## config.mk

```make
export PLATFORM = sky130hd
export DESIGN_NAME = adder_share_arbiter
export DESIGN_NICKNAME = d
export VERILOG_FILES = /design/src/rtl/adder_share_arbiter.sv
export SDC_FILE = /design/constraint.sdc
export NUM_CORES = 1
export LEC_CHECK = 0
export ABC_AREA = 1
export BUFFER_PORTS_ARGS = -buffer_cell sky130_fd_sc_hd__buf_4
export CAP_MARGIN = 15
export CORE_ASPECT_RATIO = 0.8
export CORE_MARGIN = 3
export CORE_UTILIZATION = 45
export CTS_BUF_LIST = sky130_fd_sc_hd__clkbuf_4
export CTS_CLUSTER_SIZE = 14
export DETAILED_ROUTE_END_ITERATION = 12
export PLACE_DENSITY = 0.74
export SETUP_SLACK_MARGIN = 0.02
export SYNTH_ARGS = -nofsm -noshare
export SYNTH_HDL_FRONTEND = slang
export SYNTH_SLANG_ARGS = --single-unit
```

## constraint.sdc

```tcl
create_clock -name clk_i -period 2.02 [get_ports clk_i]
set_clock_uncertainty 0.1 [all_clocks]
set_input_delay 0.101 -clock clk_i [delete_from_list [all_inputs] [get_ports clk_i]]
set_output_delay 0.101 -clock clk_i [all_outputs]
set_load 0.02 [all_outputs]
```

## src/rtl/adder_share_arbiter.sv

```systemverilog
// Round-robin arbiter sharing one registered unsigned adder among NUM_REQ requesters.
// The operands are captured at the grant, added in the next cycle, and the sum is held until the consumer accepts it.
module adder_share_arbiter #(
  parameter int unsigned NUM_REQ = 4,
  parameter int unsigned WIDTH   = 7
) (
  input  logic                       clk_i,
  input  logic                       rst_i,
  input  logic [NUM_REQ-1:0]         req_i,
  input  logic [NUM_REQ*WIDTH-1:0]   op_a_i,
  input  logic [NUM_REQ*WIDTH-1:0]   op_b_i,
  output logic [NUM_REQ-1:0]         gnt_o,
  output logic                       res_valid_o,
  input  logic                       res_ready_i,
  output logic [WIDTH:0]             res_sum_o,
  output logic [$clog2(NUM_REQ)-1:0] res_id_o,
  output logic                       busy_o
);

  localparam int unsigned IDW = $clog2(NUM_REQ);

  localparam logic [1:0] StIdle = 2'd0;
  localparam logic [1:0] StCalc = 2'd1;
  localparam logic [1:0] StHold = 2'd2;

  logic [1:0]       state_q, state_d;
  logic [IDW-1:0]   last_q, last_d;
  logic [IDW-1:0]   id_q, id_d;
  logic [IDW-1:0]   res_id_q, res_id_d;
  logic [WIDTH-1:0] a_q, a_d;
  logic [WIDTH-1:0] b_q, b_d;
  logic [WIDTH:0]   sum_q, sum_d;

  logic             win_valid;
  logic [IDW-1:0]   win_id;
  logic [WIDTH-1:0] win_a, win_b;

  // Two passes give the wrap: first indices above last, then from 0 up to last.
  always_comb begin
    win_valid = 1'b0;
    win_id    = '0;
    win_a     = '0;
    win_b     = '0;
    for (int unsigned i = 0; i < NUM_REQ; i++) begin
      if (!win_valid && req_i[i] && (i > 32'(last_q))) begin
        win_valid = 1'b1;
        win_id    = IDW'(i);
        win_a     = op_a_i[i*WIDTH +: WIDTH];
        win_b     = op_b_i[i*WIDTH +: WIDTH];
      end
    end
    for (int unsigned i = 0; i < NUM_REQ; i++) begin
      if (!win_valid && req_i[i] && (i <= 32'(last_q))) begin
        win_valid = 1'b1;
        win_id    = IDW'(i);
        win_a     = op_a_i[i*WIDTH +: WIDTH];
        win_b     = op_b_i[i*WIDTH +: WIDTH];
      end
    end
  end

  always_comb begin
    state_d  = state_q;
    last_d   = last_q;
    id_d     = id_q;
    res_id_d = res_id_q;
    a_d      = a_q;
    b_d      = b_q;
    sum_d    = sum_q;
    unique case (state_q)
      StIdle: begin
        if (win_valid) begin
          a_d     = win_a;
          b_d     = win_b;
          id_d    = win_id;
          last_d  = win_id;
          state_d = StCalc;
        end
      end
      StCalc: begin
        sum_d    = {1'b0, a_q} + {1'b0, b_q};
        res_id_d = id_q;
        state_d  = StHold;
      end
      StHold: begin
        if (res_ready_i) state_d = StIdle;
      end
      default: state_d = StIdle;
    endcase
  end

  always_ff @(posedge clk_i) begin
    if (rst_i) begin
      state_q  <= StIdle;
      last_q   <= IDW'(NUM_REQ - 1);
      id_q     <= '0;
      res_id_q <= '0;
      a_q      <= '0;
      b_q      <= '0;
      sum_q    <= '0;
    end else begin
      state_q  <= state_d;
      last_q   <= last_d;
      id_q     <= id_d;
      res_id_q <= res_id_d;
      a_q      <= a_d;
      b_q      <= b_d;
      sum_q    <= sum_d;
    end
  end

  // Grant is masked while reset is held so no operand capture is advertised.
  always_comb begin
    gnt_o = '0;
    if (!rst_i && (state_q == StIdle) && win_valid) gnt_o[win_id] = 1'b1;
  end

  assign res_valid_o = (state_q == StHold);
  assign res_sum_o   = sum_q;
  assign res_id_o    = res_id_q;
  assign busy_o      = (state_q != StIdle);

endmodule

```

==> results of run 1 <==
[cells by family (layout without fill, tap and decap cells)]
| logic type | after synthesis | count (layout) | share of synthesized area, % |
|---|---|---|---|
| and+or+nand+nor | 258 | 258 | 47.5 |
| buffers and inverters | 85 | 162 | 14.7 |
| AOI/OAI and AO/OA | 41 | 41 | 9.52 |
| DFF | 30 | 30 | 22.8 |
| adders and majority gates | 8 | 8 | 4.09 |
| xor gates and xnor gates | 4 | 4 | 1.33 |
[state kept, by name, summed over array words and instances, names as in the netlist]
register and flops:
state_q 2, res_sum_o 8, a_q 7, last_q 2
b_q 7, res_id_o 2, id_q 2
[worst max-delay path: cells and delay by family (launching register included)]
family | cells | cell delay [ps]
and+or+nand+nor | 7 | 860
DFF | 1 | 350
buffers and inverters | 1 | 190
[metal layers]
| layer | vias up | share of wire (%) |
|---|---|---|
| li1 | 1497 | - |
| met1 | 1340 | 43 |
| met2 | 121 | 47 |
| met3 | 14 | 7.6 |
| met4 | 0 | 2.0 |
| met5 | - | 0 |
[cell usage in the layout (no fill, tap or decap), drive strengths merged]
cell type	synthesis	final
a21oi	23	23
dlygate4sd3	0	1
ha	7	7
a21o	3	3
clkinvlp	0	1
inv	65	65
dfxtp	30	30
nand3	47	47
o21ai	12	12
fa	1	1
xnor2	2	2
clkbuf	7	5
nor2	135	135
nand4	20	20
nand2	53	53
clkinv	0	2
a31oi	3	3
nor3	3	3
buf	13	88
xor2	2	2
[worst paths after layout]
check        depth (start not counted)         end
max                                  8    gnt_o[1]
min reg2reg                          2     id_q[1]
min                                  2  state_q[1]
max reg2reg                         11      a_q[6]
[synthesized netlist by cell type]
cell type and n:
sky130_fd_sc_hd__xor2_1 2, sky130_fd_sc_hd__dfxtp_1 30, sky130_fd_sc_hd__a31oi_1 3, sky130_fd_sc_hd__nand4_2 2, sky130_fd_sc_hd__nand2_4 1, sky130_fd_sc_hd__fa_1 1
sky130_fd_sc_hd__inv_1 60, sky130_fd_sc_hd__a21oi_2 9, sky130_fd_sc_hd__xnor2_1 2, sky130_fd_sc_hd__o21ai_1 1, sky130_fd_sc_hd__nor2_4 10, sky130_fd_sc_hd__a21oi_1 14
sky130_fd_sc_hd__nand3_4 2, sky130_fd_sc_hd__nor2_8 1, sky130_fd_sc_hd__nor2_2 2, sky130_fd_sc_hd__a21o_1 3, sky130_fd_sc_hd__o21ai_0 11, sky130_fd_sc_hd__nand4_4 1
sky130_fd_sc_hd__nand4_1 17, sky130_fd_sc_hd__nor3_1 3, sky130_fd_sc_hd__inv_4 1, sky130_fd_sc_hd__nand2_1 47, sky130_fd_sc_hd__buf_2 3, sky130_fd_sc_hd__inv_2 4
sky130_fd_sc_hd__buf_4 4, sky130_fd_sc_hd__ha_1 7, sky130_fd_sc_hd__clkbuf_1 7, sky130_fd_sc_hd__nand3_1 45, sky130_fd_sc_hd__buf_6 6, sky130_fd_sc_hd__nor2_1 122
sky130_fd_sc_hd__nand2_2 5
[timing repair]
action                                  CTS  global route
gates resized for setup                   1            25
endpoints found under the setup margin    3             4
hold buffers                              1             0
pin swaps                                 1             9
setup buffers                             2             3
endpoints found under the hold margin     1             0
cloned                                    0             0
[power groups by stage]
stage	Combinational, mW	Sequential (mW)	Clock (mW)
4_1_cts	1.18	0.765	0.359
5_1_grt	1.39	0.782	0.382
3_3_place_gp	1.15	0.777	0
6_report	1.25	0.768	0.353
3_5_place_dp	1.16	0.777	0
2_1_floorplan	0.817	0.800	0
[final cells by class]
type | count | area, um^2
Fill cell | 522 | 2140
Multi-Input combinational cell | 311 | 1730
Timing Repair Buffer | 89 | 674
Sequential cell | 30 | 603
Inverter | 65 | 249
Tap cell | 78 | 97.6
Clock buffer | 5 | 37.5
Clock inverter | 3 | 16.3
==> impl.org, run 1 <==
** Pwr
- VDD sags by at most 0.000291 V.
- Overall power consumption :: 2.37 mW
- Power per unit of standard cell area :: 695 nW/um^2
- The internal power of the cells totals 1.34 mW.
- The share of total power dissipated in sequential elements is 32.4%.
- Combinational share of power :: 52.7%
- In this run switching power makes up 43.7% of total power.
- The share of total power dissipated in the clock network is 14.9%.
- Summed over all nets, the switching power comes to 1.04 mW.
- The analysis attributes to cell leakage a power of 1.83 nW.

** Place
- Number of input and output port buffers inserted :: 78
- Hpwl dp :: 5.89 mm
- Once placement finished, the instance area stood at 3210 um^2.
- Once placement completed, the tool counted placed cells totaling 567.
- Placement-stage worst setup slack :: 252 ps
- Final weighted congestion in routability-driven placement :: 0.916

** Floorplan
- The total area inside the core boundary comes to 5560 um^2.
- Die ar. :: 6800 um^2
- Number of ports placed on the die boundary :: 79
- Chip width :: 91.5 um
- In this run the core area contains 24 standard-cell rows.
- Starting utilization of the core area :: 47.3%
- The die is 74.4 um tall.

** Critical path
- Crit path from :: last_q[1]
- The setup check on the worst reg-to-reg path leaves a slack of 140 ps.
- CP Data Required Time :: 1820 ps
- Slowest stage delay, CP :: 350 ps
- CP Launch Type :: flop
- The startpoint identified for the worst register-to-register timing path is last_q[1].
- STA classifies the critical path endpoint as an output pin.
- Arrival @ worst endpoint :: 1730 ps
- In this run the worst path has a maximum fanout of 6.
- Type of the setup path with the least slack :: flop to output pin
- The largest individual stage delay along the critical path comes from the cell sky130_fd_sc_hd__dfxtp_2.
- Worst path cell trace :: nor2_2, nand2_4, nand3_4, nor2_8, nand4_4, nand2_2, nor3_1, buf_4

** Global routing
- The initial antenna violation count is 0.
- Overflow left after global routing :: 0
- Global routing used 22.3% of the available tracks across all layers.
- Global routing usage on met2 :: 38.6%
- After global routing, the most crowded layer is met2.
- Met3 layer usage reported by global route :: 5.86%
- The number of global-route vias before repair came to 2776.
- Global-route wire length before repair :: 12.3 mm
- Maximum number of pins on one net before global-route repair :: 24
- Grt met1 use :: 27.7%

** Yosys
- The synthesized design devotes to its leading area cell type 22.8% of total area.
- Each instance of the synthesized netlist takes up on average 6.17 um^2.
- The netlist uses 31 different library cells.
- In this run, synthesis produced a sequential element count of 30.
- Syn nets :: 497
- The Yosys step of the flow raised 0 warnings.
- Post-Synthesis Cell Area :: 2630 um^2
- Yosys top cell by area :: sky130_fd_sc_hd__dfxtp_1
- After synthesis, flip-flops and latches occupy 22.8% of the total area.
- After synthesis, the cell types taking the most area are sky130_fd_sc_hd__dfxtp_1 23%, sky130_fd_sc_hd__nor2_1 17%, sky130_fd_sc_hd__inv_1 8.6%, sky130_fd_sc_hd__nand3_1 8.6%, sky130_fd_sc_hd__nand2_1 6.7%.
- Cell count after synthesis :: 426

** STA
- Measured against its own limit, the worst slew margin works out to 65.4%.
- Highest Clock Rate :: 519 MHz
- The number of endpoints with negative hold slack in the final report was 2.
- The max-slew violation count is 0.
- After layout, the worst path uses 95.5% of the clock period.
- Post-layout minimum cycle time :: 1930 ps
- Final setup TNS :: 0 ps
- Transition time at the pin with the least slew margin :: 518 ps
- Post-route worst setup slack :: 91.8 ps
- Setup violations remaining at the end of the flow were counted as 0.
- On the final layout, the worst hold slack is -3.70 ps.

** Clocking
- Worst-Skew Late Latency :: 340 ps
- The tree is rooted in a sky130_fd_sc_hd__clkbuf_4.
- Clock slew at reported path FFs :: 110 ps
- CTS HTree Levels :: 2
- In this run the deepest clock path goes through 2 buffers.
- Counting every sink on the clock net gives 30.
- Clock buffer count from CTS :: 5
- TritonCTS clock tree :: built

** Drt
- Per-cell routed wire length :: 13.5 um
- For this run, the detailed router's first-pass iteration total came to 4.
- Total wirelength of the detailed-routed design :: 7.84 mm
- Number of violations reported at the end of detailed-routing iteration 0 :: 125
- Total number of vias :: 2972
- Vias per std cell :: 5.12
- DRC Markers :: 0
- The count of nets left with antenna violations once routing finished came out at 0.

** Status
- The checks that failed: hold timing.
- Result of the run :: finished, violations left

** Layout
- The repair_antennas step left the layout with diodes totalling 0.
- Number of standard cells in the final layout excluding fillers :: 581
- Cells fill 61.4% of the core in the end.
- Compared with the post-synthesis result, the final layout area differs by 29.7%.
- The final layout contains 573 nets.
- In the final layout, the share of cells above drive strength 1 is 29.0%.
- Post-layout instance area :: 3410 um^2

** Min path
- The worst hold path begins at rst_i.
- The tightest min-delay check is of the primary input to flop type.

** Flow run
- Count of maximum capacitance violations :: 0
Power figures use the tool's default switching activity.
==> run 2, diff against run 1 <==
--- a/constraint.sdc
+++ b/constraint.sdc
@@ -4,2 +4,2 @@
 set_output_delay 0.101 -clock clk_i [all_outputs]
-set_load 0.02 [all_outputs]
+set_load 0.01 [all_outputs]
==> run 2 against run 1 <==
- via count down 0.37%
- register-to-register slack improved by 40 ps
- utilization up 0.52 points
- the run now ends clean
- count of clock-buffer cells in the layout is the same
- largest power group unchanged
- worst setup slack got worse by 21 ps
- die area is the same
- clock power is 73% higher
==> impl.org, run 2 (same netlist as run 1, synthesis figures left out) <==
** Drt
- Vias per std cell :: 5.07 (-0.88%)
- The average wire per standard cell came to 13.8 um (+2.0%).
- The total via count in the routed design came to 2961 (-0.37%).
- The count of routing violations after the opening detailed-route iteration came to 188 (+50%).
- Total wirelength of the detailed-routed design :: 8.04 mm (+2.5%)
- The first-pass detailed-route iteration total was 6 (+2).
- DRC Markers :: 0 (unchanged)
- The number of nets still failing antenna checks after routing came to 0 (unchanged).

** Critical path
- The worst setup path is launched from a flop.
- The total stage count of the critical path was 9 (+1).
- Path depth of the worst reg2reg path :: 9 (-2)
- The required time at the endpoint of the critical path is 1820 ps (about the same).
- The worst setup path is captured at an output pin.
- The arrival time reported for the critical path endpoint is 1750 ps (+20 ps).
- The endpoint identified for the worst register-to-register timing path is res_sum_o[6].
- The critical path is of the flop to output pin type.
- Traced cell by cell, the critical path runs through nor2_2, nand2_4, nand4_4, nor2_4, o21ai_0, nand2_1, buf_4, nor3_1, buf_4.
- Worst-case register-to-register setup slack :: 180 ps (+40 ps)
- The delay of the slowest cell on the worst path was 350 ps (about the same).
- The slowest stage of the critical path is the sky130_fd_sc_hd__dfxtp_2 cell.
- Top Family by Delay on Critical Path :: simple AND/OR/NAND/NOR gates
- Startpoint of the lowest-slack register-to-register path :: b_q[0]
- The largest fanout of any net on the critical path is 6 (unchanged).
- The most numerous cell type found on the critical path is sky130_fd_sc_hd__buf_4.
- The number of buffer and inverter stages on the critical path is 2 (+1).

** Clocking
- The source-to-sink clock delay at the later pin of the worst-skew pair is 340 ps (about the same).
- Buffer depth of the longest clock path :: 2 (unchanged)
- CTS root buf :: sky130_fd_sc_hd__clkbuf_4
- Clock slew at reported path FFs :: 100 ps (about the same)
- CTS HTree Levels :: 2 (unchanged)
- The clock buffer count from CTS came to 5 (unchanged).
- TritonCTS built the clock tree.
- The number of clock sinks came to 30 (unchanged).

** Global routing
- The global route total overflow was 0 (unchanged).
- Global-route wire length before repair :: 12.5 mm (+1.3%)
- Global-route usage over all layers :: 22.7% (+0.40 points)
- The largest net degree at the start of global routing is 24 (unchanged).
- The number of global-route vias before repair was 2761 (-0.54%).
- Initial antenna violation count :: 0 (unchanged)

** Min path
- Worst hold endpoint :: state_q[1]
- Startpoint of the lowest-slack hold path :: rst_i
- Hold WC Path Type :: primary input to flop
- The cell depth of the worst hold path came to 2 (unchanged).

** Place
- The area of placed instances is 3200 um^2 (-0.23%).
- The final HPWL from detailed placement came to 6.01 mm (+1.9%).
- The number of input and output port buffers inserted came to 78 (unchanged).
- The placer's final routability congestion estimate was 0.927 (+1.2%).
- The number of cells after detailed placement came to 566 (-0.18%).
- Placement-stage worst setup slack :: 221 ps (-31.3 ps)

** STA
- The post-route minimum period came to 1950 ps (+21.1 ps).
- The measured slew at the worst slew-check pin is 540 ps (+22.2 ps).
- Total setup violations reported at the end of the flow :: 0 (unchanged)
- The normalized max-slew margin came to 63.9% (-1.5 points).
- Final hold vios :: 0 (-2)
- Setup repair after global routing could not meet its margin everywhere.
- The post-route worst setup slack is 70.8 ps (-21.1 ps).
- The achievable frequency is 513 MHz (-1.1%).
- Fin crit share :: 96.5% (+1.0 points)
- The max-slew violation count was 0 (unchanged).

** Pwr
- The worst supply voltage drop on vdd came to 0.000326 V (+12%).
- Leakage power summed over all cells :: 1.86 nW (+1.6%)
- Power per unit of standard cell area :: 754 nW/um^2 (+8.5%)

** Floorplan
- The area of the die came to 6800 um^2 (unchanged).
- The initial core utilization was 47.3% (unchanged).
- Std-Cell Rows :: 24 (unchanged)
- Die Y :: 74.4 um (unchanged)
- The I/O pin count came to 79 (unchanged).
- The overall die width was 91.5 um (unchanged).
- Area of the placeable core :: 5560 um^2 (unchanged)

** Layout
- The non-filler instance count after layout was 584 (+0.52%).
- The ratio of cells with drive above 1 in the final layout is 28.5% (-0.57 points).
- The antenna cell count is 0 (unchanged).
- The flip-flop count of the largest register after layout was 8 (unchanged).
- Commonest cells after routing, fill and taps aside :: 121 x sky130_fd_sc_hd__nor2_1, 91 x sky130_fd_sc_hd__buf_4, 60 x sky130_fd_sc_hd__inv_1, 45 x sky130_fd_sc_hd__nand2_1, 45 x sky130_fd_sc_hd__nand3_1
- The final standard cell area without fillers was 3440 um^2 (+0.84%).
- Most common library cell in the layout ignoring fill and taps :: sky130_fd_sc_hd__nor2_1
- Post-layout nets :: 576 (+0.52%)
- Compared with the post-synthesis result, the final layout area differs by 30.8%.

** Status
- Result of the run :: finished clean

** Flow run
- Count of maximum capacitance violations :: 0 (unchanged)
==> run 2: worst max path at each step <==
stage / slack (ps) / start / endpoint
6_report: 70 / last_q[1] / gnt_o[1]
4_1_cts: 40 / last_q[1] / gnt_o[2]
5_1_grt: -50 / last_q[1] / gnt_o[2]
3_3_place_gp: 270 / b_q[0] / res_sum_o[4]
3_5_place_dp: 220 / last_q[1] / gnt_o[3]
2_1_floorplan: 400 / a_q[0] / res_sum_o[6]
==> run 2: worst register-to-register path, delay by kind of cell (launching register included) <==
| kind | cells | cell delay [ps] |
|---|---|---|
| compound gates | 1 | 160 |
| fa+ha+maj | 2 | 620 |
| buf+inv | 3 | 220 |
| flops | 1 | 370 |
| simple gates | 3 | 290 |
==> run 2: through the flow <==
stage	power (mW)	hold slack [ps]	util (%)	setup TNS (ps)
after floorplan	1.58	168	-	0
after global placement	1.89	260	57.7	0
after detailed placement	1.91	274	57.7	0
after CTS	2.54	4.95	60.5	0
after global routing	2.76	8.68	61.9	-97.8
final	2.59	10.8	61.9	0
==> run 2: timing repair <==
| item | 4_1_cts | 5_1_grt |
|---|---|---|
| hold endpoints to repair | 1 | 0 |
| setup buffers | 5 | 4 |
| endpoints found under the setup margin | 3 | 3 |
| gates resized for setup | 2 | 12 |
| pin swaps | 2 | 5 |
| hold buffers | 1 | 0 |
==> run 2: area by class of cell <==
| type | count | area (um^2) |
|---|---|---|
| fill | 519 | 2120 |
| clock buffer | 5 | 37.5 |
| inverter | 65 | 249 |
| multi-input combinational | 311 | 1700 |
| timing repair buffer | 92 | 693 |
| clock inverter | 3 | 63.8 |
| sequential | 30 | 603 |
| tap | 78 | 97.6 |
==> run 2: power by group <==
group | total (mW) | switching, mW | internal, mW
registers | 0.770 | 0.0657 | 0.705
logic | 1.21 | 0.707 | 0.505
clock network | 0.612 | 0.230 | 0.381
==> run 2: per-layer routing <==
layer	wire, um	global-route usage [%]	up-vias
met5	0	0	-
li1	-	-	1500
met2	3650	38.4	132
met1	3610	30.1	1321
met3	655	4.65	8
met4	117	5.52	0
==> run 3, diff against run 2 <==
- ABC_AREA: 1 -> not set
- PLACE_DENSITY: 0.74 -> 0.76
==> run 3 against run 2 <==
- die area fell by 10%
- sequential cell count did not move
- sequential share of layout area rose by 0.077 points
- via count rose by 1.6%
- count of clock-buffer cells in the layout did not move
- clock power fell by 43%
- sequential power barely moved
- synthesized area fell by 11%
- critical path type is now flop to flop
- utilization rose by 10 points
- fmax rose by 0.14%
- power fell by 15%
- final area rose by 0.80%
==> impl.org, run 3 <==
** Layout
- Number of standard cells in the final layout excluding fillers :: 476 (-18%)
- The multi-input gate area in the final layout came to 1600 um^2 (-5.4%).
- Post-layout instance area :: 3470 um^2 (+0.80%)
- The antenna cell count was 0 (unchanged).
- The library cell used most frequently in the layout, excluding fill and tap cells, is sky130_fd_sc_hd__buf_4.
- Sequential standard cell area :: 611 um^2 (+1.2%)
- Filler instances :: 384 (-26%)
- Post-layout nets :: 486 (-16%)
- The top cell types in the final layout, fill and taps aside, are 102 x sky130_fd_sc_hd__buf_4, 29 x sky130_fd_sc_hd__dlygate4sd3_1, 28 x sky130_fd_sc_hd__o21ai_0, 28 x sky130_fd_sc_hd__nand2_1, 26 x sky130_fd_sc_hd__dfxtp_1.
- Proportion of layout cells with a drive suffix above 1 :: 33.2% (+4.7 points)
- The flip-flop count of the largest register after layout was 8 (unchanged).
- P&R area growth vs syn :: 48.3%

** Yosys
- Counting instances in the post-synthesis netlist gives the leading cell types as 30 x sky130_fd_sc_hd__dfxtp_1, 29 x sky130_fd_sc_hd__nand2_1, 28 x sky130_fd_sc_hd__o21ai_0, 25 x sky130_fd_sc_hd__a221oi_1, 22 x sky130_fd_sc_hd__o22ai_1.
- In the post-synthesis netlist, the cell with the most instances is sky130_fd_sc_hd__dfxtp_1.
- The flop and latch count out of synthesis was 30 (unchanged).
- Cell variety after synth :: 54 (+74%)
- Cell count after synthesis :: 305 (-28%)
- Cell types with the largest area share after synthesis :: sky130_fd_sc_hd__dfxtp_1 26%, sky130_fd_sc_hd__a221oi_1 9.4%, sky130_fd_sc_hd__o21ai_0 6.0%, sky130_fd_sc_hd__o22ai_1 5.9%, sky130_fd_sc_hd__nand2_1 4.7%
- The post-synthesis cell area came to 2340 um^2 (-11%).
- The post-synthesis sequential area ratio was 25.7% (+2.8 points).
- Fraction of synthesized cell area taken by the top area cell type :: 25.7% (+2.8 points)
- The number of nets in the synthesized netlist came to 376 (-24%).
- The number of enable flip-flop cells after synthesis is 0 (unchanged).
- Share of synthesized flip-flops with an asynchronous set or reset :: 0% (unchanged)
- The biggest area contributor in the post-synthesis netlist is sky130_fd_sc_hd__dfxtp_1.
- The total number of yosys warnings is 0 (unchanged).
- The synthesized area per cell was 7.66 um^2 (+24%).
- In the synthesized netlist the dominant register cell turns out to be sky130_fd_sc_hd__dfxtp_1.

** Floorplan
- Die Y :: 70.5 um (-5.2%)
- The initial core utilization is 48.8% (+1.5 points).
- Std-Cell Rows :: 22 (-8.3%)
- Area of the placeable core :: 4790 um^2 (-14%)
- The overall die width is 86.6 um (-5.3%).
- Number of ports placed on the die boundary :: 79 (unchanged)
- Die ar. :: 6100 um^2 (-10%)

** STA
- Unrepaired setup endpoints after global routing :: true
- Final hold vios :: 0 (unchanged)
- The max-slew violation count came to 0 (unchanged).
- The achievable frequency is 514 MHz (+0.14%).
- Relative max-transition margin :: 64.6% (+0.66 points)
- Fin crit share :: 96.4% (-0.13 points)
- Total setup violations reported at the end of the flow :: 0 (unchanged)
- The post-route minimum period came to 1950 ps (-2.72 ps).
- Final setup TNS :: 0 ps (unchanged)
- Transition time at the pin with the least slew margin :: 531 ps (-9.67 ps)

** Critical path
- Critical Path Fanout Max :: 3 (-3)
- Top Family by Delay on Critical Path :: compound AO/OA/AOI/OAI gates
- Type of the setup path with the least slack :: flop to flop
- Among all stages on the critical path, the largest delay is contributed by sky130_fd_sc_hd__a2111o_1.
- The critical path goes through ha_4, inv_2, fa_2, nor2b_2, o21a_1, o211ai_1, a2111o_1, nand3_2.
- Slowest stage delay, CP :: 420 ps (+70 ps)
- The worst register-to-register path begins at a_q[0].
- Worst-case register-to-register setup slack :: 70 ps (-110 ps)
- CP Data Required Time :: 2190 ps (+370 ps)
- Crit path from :: a_q[0]
- Endpoint class of the critical path :: flop
- CP Launch Type :: flop
- The arrival time reported for the critical path endpoint was 2120 ps (+370 ps).
- The number of buffer and inverter stages on the critical path is 1 (-1).

** Global routing
- The global-route wire length before repair is 13.6 mm (+8.5%).
- Overflow left after global routing :: 0 (unchanged)
- The initial antenna violation count was 0 (unchanged).
- The largest net degree at the start of global routing came to 28 (+17%).
- Global-route usage over all layers :: 27.5% (+4.8 points)
- The number of global-route vias before repair came to 2839 (+2.8%).

** Pwr
- The total power per unit cell area came to 639 nW/um^2 (-15%).
- Overall power consumption :: 2.22 mW (-15%)
- Leakage power summed over all cells :: 1.50 nW (-19%)
- Peak supply drop :: 0.000529 V (+62%)

** Min path
- Hold WC Path Type :: primary input to flop
- The worst hold path begins at op_a_i[15].

** Drt
- First-pass iteration count of the detailed router :: 6 (unchanged)
- Per-cell routed wire length :: 18.1 um (+31%)
- The via density per instance came to 6.32 (+25%).
- Total number of vias :: 3009 (+1.6%)
- The count of routing violations after the opening detailed-route iteration came to 289 (+54%).
- Post-route antenna net violation count :: 0 (unchanged)
- Total wirelength of the detailed-routed design :: 8.61 mm (+7.1%)
- The count of unresolved DRC violations after routing was 0 (unchanged).

** Place
- The area of placed instances is 2960 um^2 (-7.5%).
- Number of input and output port buffers inserted :: 78 (unchanged)
- The number of cells after detailed placement came to 427 (-25%).
- The final HPWL from detailed placement came to 5.72 mm (-4.8%).
- Final weighted congestion in routability-driven placement :: 0.912 (-1.6%)

** Clocking
- Clock buffer count from CTS :: 5 (unchanged)
- The clock slew at the register clock pins of the worst setup and hold paths is 100 ps (about the same).
- CTS Sinks :: 30 (unchanged)
- CTS HTree Levels :: 2 (unchanged)
- The deepest clock path buffer count came to 2 (unchanged).
- TritonCTS clock tree :: built
- The tree is rooted in a sky130_fd_sc_hd__clkbuf_4.
- Worst-Skew Late Latency :: 340 ps (about the same)

** Flow run
- The max-capacitance violation count came to 0 (unchanged).

** Status
- Result of the run :: finished clean
## run 3: cell count changes in the layout (fill, tap and decap cells not counted), moves of 9 or more
cell / delta
sky130_fd_sc_hd__a21oi_2: -9
sky130_fd_sc_hd__a221oi_1: +25
sky130_fd_sc_hd__a31oi_1: +9
sky130_fd_sc_hd__and3b_1: +11
sky130_fd_sc_hd__buf_4: +11
sky130_fd_sc_hd__dlygate4sd3_1: +28
sky130_fd_sc_hd__inv_1: -50
sky130_fd_sc_hd__nand2_1: -17
sky130_fd_sc_hd__nand3_1: -40
sky130_fd_sc_hd__nand4_1: -15
sky130_fd_sc_hd__nor2_1: -109
sky130_fd_sc_hd__nor2_4: -11
sky130_fd_sc_hd__o21ai_0: +17
sky130_fd_sc_hd__o22ai_1: +22
## run 3: cell type report
| cell class | count | area share, % |
|---|---|---|
| Inverter | 12 | 1.37 |
| Clock inverter | 3 | 0.469 |
| Sequential cell | 30 | 17.6 |
| Tap cell | 60 | 2.17 |
| Multi-Input combinational cell | 234 | 46.3 |
| Clock buffer | 5 | 1.08 |
| Timing Repair Buffer | 132 | 31.0 |
## run 3: path summary, 6_finish.rpt
kind                                      to  cells past startpoint
worst max-delay path            res_sum_o[6]                      8
worst min-delay path                  a_q[1]                      3
worst max register to register  res_sum_o[6]                      8
worst min register to register       id_q[1]                      2
## run 3: cells by family (layout without fill, tap and decap cells)
family	after synthesis	in the layout	share of synthesized area, %
buffers and inverters	42	152	8.62
DFF	30	30	25.7
and+or+nand+nor	92	93	22.8
adders and majority gates	8	8	4.60
AOI/OAI and AO/OA	133	133	38.3
## run 3: timing repair
action                                  in CTS  in global routing
gates resized for setup                     11                  9
hold buffers                                29                  0
setup buffers                                3                  9
pin swaps                                    4                  7
endpoints found under the setup margin       5                  6
cloned                                       1                  0
hold endpoints to repair                    21                  0
## run 3: power by group
| part | total (mW) | internal, mW | switching, mW |
|---|---|---|---|
| combinational | 1.10 | 0.537 | 0.559 |
| clock | 0.347 | 0.129 | 0.218 |
| sequential | 0.773 | 0.692 | 0.0804 |
| total | 2.22 | 1.36 | 0.857 |
## run 3: per-stage QoR
stage          setup WS, ps  hold WS (ps)  utilization, %
2_1_floorplan           121           161               -
3_3_place_gp           52.9           276            61.8
3_5_place_dp          -36.9           285            61.8
4_1_cts                22.2          6.76            70.3
5_1_grt               0.348          1.50            72.4
6_report               73.5          17.3            72.4
## run 3: worst register-to-register path, stage by stage, from the launching register on
cell                       delay [ps]
sky130_fd_sc_hd__dfxtp_2          360
sky130_fd_sc_hd__ha_4             150
sky130_fd_sc_hd__inv_2             40
sky130_fd_sc_hd__fa_2             360
sky130_fd_sc_hd__nor2b_2          130
sky130_fd_sc_hd__o21a_1           140
sky130_fd_sc_hd__o211ai_1         120
sky130_fd_sc_hd__a2111o_1         420
sky130_fd_sc_hd__nand3_2           70
## run 3: routing by layer
metal	up-vias	share of wire, %	track usage [%]
met4	0	2.2	9.17
met3	22	8.5	5.07
met5	-	0	0
met1	1393	42	36.6
li1	1401	-	-
met2	193	47	44.5
